<file path="src/rtl/draw_command_queue.sv">
// rtl/draw_command_queue.sv - frame-buffered command queue feeding the draw engine
//
// Purpose:
//   Commands from a producer are buffered in a FIFO. Once a complete frame
//   (terminated by an end-of-frame command) is queued, the back buffer is
//   optionally cleared. Each command is then issued to the draw engine in order,
//   and the block waits for draw_done after each one. At the end of the frame
//   swap_buffer is pulsed and the back-buffer base address toggles.
//
// Ports:
//   clock, reset                   system clock, asynchronous active-high reset
//   cmd_valid / cmd_ready          producer handshake
//   cmd_end_frame                  command closes its frame
//   cmd_opcode, cmd_ax..cmd_cy,    command fields (opcode 0 is a NOP)
//   cmd_colour
//   draw_en                        one-cycle start pulse to the draw engine
//   opcode, ax..cy, colour         registered command fields to the draw engine
//   draw_done                      draw engine finished the current command
//   clear_start / clear_done       back-buffer clear handshake
//   swap_buffer                    one-cycle pulse at end of frame
//   buffer_addr                    base address of the current back buffer
//   busy                           sequencer is not idle
//   frame_count                    completed frames (wraps)

module draw_command_queue #(
  parameter int          DEPTH     = 16,
  parameter int          ADDR_W    = 4,
  parameter logic [31:0] BUF0_ADDR = 32'h0000_0000,
  parameter logic [31:0] BUF1_ADDR = 32'h0012_C000,
  parameter bit          CLEAR_EN  = 1'b1
) (
  input  logic        clock,
  input  logic        reset,

  input  logic        cmd_valid,
  output logic        cmd_ready,
  input  logic        cmd_end_frame,
  input  logic [3:0]  cmd_opcode,
  input  logic [15:0] cmd_ax,
  input  logic [15:0] cmd_ay,
  input  logic [15:0] cmd_bx,
  input  logic [15:0] cmd_by,
  input  logic [15:0] cmd_cx,
  input  logic [15:0] cmd_cy,
  input  logic [31:0] cmd_colour,

  output logic        draw_en,
  output logic [3:0]  opcode,
  output logic [15:0] ax,
  output logic [15:0] ay,
  output logic [15:0] bx,
  output logic [15:0] by,
  output logic [15:0] cx,
  output logic [15:0] cy,
  output logic [31:0] colour,
  input  logic        draw_done,

  output logic        clear_start,
  input  logic        clear_done,

  output logic        swap_buffer,
  output logic [31:0] buffer_addr,
  output logic        busy,
  output logic [15:0] frame_count
);

  localparam int ENTRY_W = 133;
  localparam logic [ADDR_W:0] LAST_SLOT = (ADDR_W + 1)'(DEPTH - 1);

  typedef enum logic [2:0] {
    S_IDLE,
    S_CLEAR_START,
    S_CLEAR_WAIT,
    S_POP,
    S_DRAW_START,
    S_DRAW_WAIT,
    S_SWAP
  } state_t;

  state_t state;

  // FIFO storage and bookkeeping
  logic [ENTRY_W-1:0] mem [DEPTH];
  logic [ADDR_W-1:0]  wr_ptr;
  logic [ADDR_W-1:0]  rd_ptr;
  logic [ADDR_W:0]    count;
  logic [ADDR_W:0]    pending;

  logic [ENTRY_W-1:0] wr_entry;
  logic [ENTRY_W-1:0] head;
  logic               push;
  logic               pop;
  logic               eof_flag;

  // Head-of-queue fields
  logic               head_eof;
  logic [3:0]         head_opcode;
  logic [15:0]        head_ax;
  logic [15:0]        head_ay;
  logic [15:0]        head_bx;
  logic [15:0]        head_by;
  logic [15:0]        head_cx;
  logic [15:0]        head_cy;
  logic [31:0]        head_colour;

  assign wr_entry = {cmd_end_frame, cmd_opcode, cmd_ax, cmd_ay, cmd_bx, cmd_by,
                     cmd_cx, cmd_cy, cmd_colour};
  assign head     = mem[rd_ptr];

  assign head_eof    = head[132];
  assign head_opcode = head[131:128];
  assign head_ax     = head[127:112];
  assign head_ay     = head[111:96];
  assign head_bx     = head[95:80];
  assign head_by     = head[79:64];
  assign head_cx     = head[63:48];
  assign head_cy     = head[47:32];
  assign head_colour = head[31:0];

  // The final slot only takes an end-of-frame command. A full queue therefore
  // always holds a complete frame, and the sequencer can always drain it.
  assign cmd_ready = (count < LAST_SLOT) || ((count == LAST_SLOT) && cmd_end_frame);
  assign push      = cmd_valid && cmd_ready;
  assign pop       = (state == S_POP) && (count != '0);
  assign busy      = (state != S_IDLE);

  always_ff @(posedge clock) begin
    if (push) begin
      mem[wr_ptr] <= wr_entry;
    end
  end

  always_ff @(posedge clock or posedge reset) begin
    if (reset) begin
      wr_ptr  <= '0;
      rd_ptr  <= '0;
      count   <= '0;
      pending <= '0;
    end else begin
      if (push) begin
        wr_ptr <= wr_ptr + 1'b1;
      end
      if (pop) begin
        rd_ptr <= rd_ptr + 1'b1;
      end

      case ({push, pop})
        2'b10:   count <= count + 1'b1;
        2'b01:   count <= count - 1'b1;
        default: count <= count;
      endcase

      case ({push && cmd_end_frame, pop && head_eof})
        2'b10:   pending <= pending + 1'b1;
        2'b01:   pending <= pending - 1'b1;
        default: pending <= pending;
      endcase
    end
  end

  // Sequencer. Pulse outputs default low every cycle and are raised only on the
  // transition into the state they announce, so each is high for exactly one
  // cycle.
  always_ff @(posedge clock or posedge reset) begin
    if (reset) begin
      state       <= S_IDLE;
      draw_en     <= 1'b0;
      clear_start <= 1'b0;
      swap_buffer <= 1'b0;
      eof_flag    <= 1'b0;
      opcode      <= '0;
      ax          <= '0;
      ay          <= '0;
      bx          <= '0;
      by          <= '0;
      cx          <= '0;
      cy          <= '0;
      colour      <= '0;
      buffer_addr <= BUF1_ADDR;
      frame_count <= '0;
    end else begin
      draw_en     <= 1'b0;
      clear_start <= 1'b0;
      swap_buffer <= 1'b0;

      case (state)
        S_IDLE: begin
          if (pending != '0) begin
            if (CLEAR_EN) begin
              state       <= S_CLEAR_START;
              clear_start <= 1'b1;
            end else begin
              state <= S_POP;
            end
          end
        end

        S_CLEAR_START: begin
          state <= S_CLEAR_WAIT;
        end

        S_CLEAR_WAIT: begin
          if (clear_done) begin
            state <= S_POP;
          end
        end

        S_POP: begin
          // Fields are latched even for NOPs; they stay stable until the next pop.
          opcode   <= head_opcode;
          ax       <= head_ax;
          ay       <= head_ay;
          bx       <= head_bx;
          by       <= head_by;
          cx       <= head_cx;
          cy       <= head_cy;
          colour   <= head_colour;
          eof_flag <= head_eof;
          if (head_opcode != 4'd0) begin
            state   <= S_DRAW_START;
            draw_en <= 1'b1;
          end else if (head_eof) begin
            state       <= S_SWAP;
            swap_buffer <= 1'b1;
          end else begin
            state <= S_POP;
          end
        end

        S_DRAW_START: begin
          state <= S_DRAW_WAIT;
        end

        S_DRAW_WAIT: begin
          if (draw_done) begin
            if (eof_flag) begin
              state       <= S_SWAP;
              swap_buffer <= 1'b1;
            end else begin
              state <= S_POP;
            end
          end
        end

        S_SWAP: begin
          buffer_addr <= (buffer_addr == BUF0_ADDR) ? BUF1_ADDR : BUF0_ADDR;
          frame_count <= frame_count + 16'd1;
          state       <= S_IDLE;
        end

        default: begin
          state <= S_IDLE;
        end
      endcase
    end
  end

endmodule

</file>
<file path="config.mk">
export PLATFORM = sky130hd
export DESIGN_NAME = draw_command_queue
export DESIGN_NICKNAME = d
export VERILOG_FILES = /design/src/rtl/draw_command_queue.sv
export SDC_FILE = /design/constraint.sdc
export NUM_CORES = 2
export LEC_CHECK = 0
export BUFFER_PORTS_ARGS = -buffer_cell sky130_fd_sc_hd__buf_2
export CAP_MARGIN = 10
export CORE_UTILIZATION = 40
export DETAILED_ROUTE_END_ITERATION = 6
export PLACE_DENSITY = 0.56
export SLEW_MARGIN = 20
export SYNTH_ARGS = -nofsm -noshare
export SYNTH_HDL_FRONTEND = slang
export SYNTH_SLANG_ARGS = --single-unit
</file>
<file path="constraint.sdc">
create_clock -name clock -period 13.29 [get_ports clock]
set_input_delay 0.6645 -clock clock [delete_from_list [all_inputs] [get_ports clock]]
set_output_delay 0.6645 -clock clock [all_outputs]
set_load 0.02 [all_outputs]
</file>
==> summary.md <==
| Metric | Value |
|---|---|
| Outcome | finished clean |
| Syn Area/Cell | 22.75 um2 |
| CTS H-tree depth | 4 |
| DR iter-0 viols | 3913 |
| Setup CP Type | flop to flop |
| Worst min-delay path class | input port to flop |
| Die Footprint | 219300 um2 |
| Maximum net fanout on the critical path | 59 |
| Bufs on Longest Clock Path | 3 |
| WHS | approximately 0.11 ns |
| Leak | 33.03 nW |
| Synthesized flop and latch total | 2302 |
| Setup TNS | 0 ns |
| Vias after detailed routing | 40410 |
| Fin util | 46.33% |
| Antenna-violating nets left | 0 |
| Met2 routed WL | between 100000 and 150000 um |
| Detailed Place HPWL | 109800 um |
| Drt pass-1 iters | 5 |
| Highest metal used | met5 |
| CTS tree | built |
| Die H | 468.3 um |
| Placed Cells | 6836 |
| CP arrival | 5.82 ns |
| TritonCTS Buffers | 232 |
| Routed WL | 215800 um |
| Peak supply drop | 0.0002258 V |
| Final Hold Fails | 0 |
| Area Growth Syn to Fin | 14.68% |
| I/O Pins | between 300 and 400 |
| Core ar. | ~220000 um2 |
| Wl on met1 | 93620 um |
| CP Launch Type | flop |
| Tcrit/Tclk final | between 30% and 40% |
| Initial antenna violation count | 62 |
| Unrepaired setup endpoints after global routing | false |
| Netlist cell types | 48 |
| Synthesized area | 86960 um2 |
| Dpl cell area | a little over 90000 um2 |
| Post-route cell area | 99730 um2 |
| Final min period | 5.055 ns |
| Power Density | about 210 nW/um2 |
| Overflow after GRT | 0 |
| Clock skew | 0.05814 ns |
| Die X | 468.3 um |
| Pins Over Slew Limit | 0 |
| Sequential area share after synthesis | slightly below 80% |
| Share of layout cells above drive strength 1 | 30.81% |
| Avg WL per Cell | between 20 and 30 um |
| Nets@finish | 4388 |
| Starting Density | between 40% and 50% |
| Residual DRC | 0 |
| Slew HR | 25.57% |
| Worst-path clk slew | around 0.060 ns |
| Mapped Cells | 3822 |
| Maxcap violations | 0 |
| Routed vias/inst | 5.542 |
| Post-synth EDFFs | between 2000 and 2500 |
| Later-pin clock latency in the skew report | 0.87 ns |
| Worst EP required | 14.05 ns |
| CP Capture Type | flop |
| CTS root buf | clkbuf_16 |
| Buffers on Ports | 294 |
| FFs w/ async S/R, synth | 7.559% |
| Final setup violation count | 0 |
| GP Congestion | 0.7214 |
| Main synth FF type | edfxtp_1 |
| Largest net degree at the start of global routing | 146 |
| Yosys synthesis warning count | 0 |
| Global-route wire length before repair | approximately 310000 um |
| GRT Resource Usage Total | ~20% |
| Vias in the first global route | 41860 |
| Post-CTS Resized | 0 |
| Std cell rows | 170 |
| DR WL met3 | 14350 um |
| Worst Max-Slew Pin Slew | 1.116 ns |
| Post-Layout Cell Count | 7291 |
| Peak Freq | a little under 200 MHz |
| CTS sink count | 2302 |
## power by group
part / internal [mW] / total, mW / switching, mW
logic: 2.54 / 5.66 / 3.12
clock network: 3.76 / 6.54 / 2.79
registers: 8.63 / 9.06 / 0.427
total: 14.9 / 21.3 / 6.33
## cell usage in the layout, fill, tap and decap left out, types with 4 or more instances in the layout
cell type / count
edfxtp_1: 2128
mux4_2: 615
nand2_1: 351
buf_2: 294
clkbuf_16: 233
dfrtp_1: 170
buf_4: 70
clkbuf_1: 59
mux2i_1: 56
clkinv_2: 42
clkinv_1: 35
o21ai_0: 33
clkbuf_8: 33
conb_1: 28
a21o_1: 27
o221ai_1: 23
a211oi_1: 23
o22ai_1: 21
xnor2_1: 20
bufinv_16: 17
ha_1: 14
nor2_4: 13
xor2_1: 11
buf_12: 11
diode_2: 10
inv_1: 8
nand3_1: 8
nor2_1: 7
a21oi_1: 7
inv_6: 7
nand2b_1: 6
and3_1: 5
clkinv_16: 5
nor3_2: 4
nand4_1: 4
inv_16: 4
clkinvlp_4: 4
## final cells by class
| cell class | count | area [um2] |
|---|---|---|
| Fill cell | 17850 | 115500 |
| Sequential cell | 2302 | 68270 |
| Multi-Input combinational cell | 1310 | 17840 |
| Clock buffer | 325 | 6506 |
| Tap cell | 2838 | 3551 |
| Timing Repair Buffer | 378 | 2266 |
| Clock inverter | 118 | 1216 |
| Inverter | 10 | 52.55 |
| Antenna cell | 10 | 25.02 |
## stage by stage
| stage | power [mW] | worst slack [ns] |
|---|---|---|
| after global routing | 22.19 | 7.962 |
| after CTS | 21.57 | 8.146 |
| after global placement | 14.97 | 8.206 |
| after detailed placement | 15.01 | 8.083 |
| after floorplan | 13.18 | 1.634 |
| final | 21.26 | 8.235 |
## routing by layer
layer | vias up | global-route usage [%]
met1 | 22050 | 27.90
li1 | 16720 | -
met5 | - | 0
met3 | 349 | 4.514
met4 | 36 | 5.007
met2 | 1256 | 31.32
## cells by family after synthesis
kind of cell | after synthesis | synth area share (%)
adders and majority gates | 16 | 0.2475
muxes | 674 | 16.61
buffers and inverters | 237 | 1.249
AOI/OAI and AO/OA | 144 | 1.152
and+or+nand+nor | 417 | 1.934
other | 1 | 0.004312
xor gates and xnor gates | 31 | 0.3122
DFF | 2302 | 78.49
## cells in the mapped netlist, drive strengths merged (5+ instances only)
master | n | area share [%]
a211oi | 23 | 0.20
nand2b | 6 | 0.043
a21o | 27 | 0.23
edfxtp | 2128 | 73
nand3 | 8 | 0.046
and3 | 5 | 0.036
ha | 14 | 0.20
nor3 | 6 | 0.035
o21ai | 33 | 0.19
mux2i | 56 | 0.64
nand2 | 351 | 1.5
xor2 | 11 | 0.11
xnor2 | 20 | 0.20
buf | 102 | 0.67
o22ai | 21 | 0.15
nor2 | 20 | 0.086
inv | 10 | 0.043
a21oi | 7 | 0.040
o221ai | 23 | 0.23
mux4 | 615 | 16
clkbuf | 125 | 0.54
dfrtp | 173 | 5.0
## repair_timing
item	in CTS	in global routing
setup buffers	0	0
hold buffers	1	0
endpoints found under the hold margin	76	0
## flip-flops by register name, indices dropped and copies added (netlist names)
name,count
by,16
mem,2128
buffer_addr,1
bx,16
colour,32
swap_buffer,1
ay,16
cx,16
clear_start,1
state,3
frame_count,16
wr_ptr,4
opcode,4
eof_flag,1
ax,16
pending,5
count,5
rd_ptr,4
draw_en,1
cy,16
## final timing paths
path / cells after the start / slack, ns / end / start
min in group asynchronous: 3 / 0.41 / frame_count[6] / reset
max in group asynchronous: 5 / 10.94 / by[11] / reset
worst min-delay path: 3 / 0.11 / swap_buffer / draw_done
worst max-delay path: 8 / 8.24 / state[0] / rd_ptr[1]
worst max register to register: 8 / 8.24 / state[0] / rd_ptr[1]
worst min register to register: 1 / 0.47 / cy[10] / cy[10]
## critical path, cell delays in order (launching register included)
cell	delay (ns)
dfrtp_4	0.92
buf_4	0.72
buf_4	0.89
buf_4	0.83
mux4_2	0.43
mux2i_1	0.15
mux2i_1	0.16
a211o_1	0.45
o311ai_2	0.26
Power figures use the tool's default switching activity.
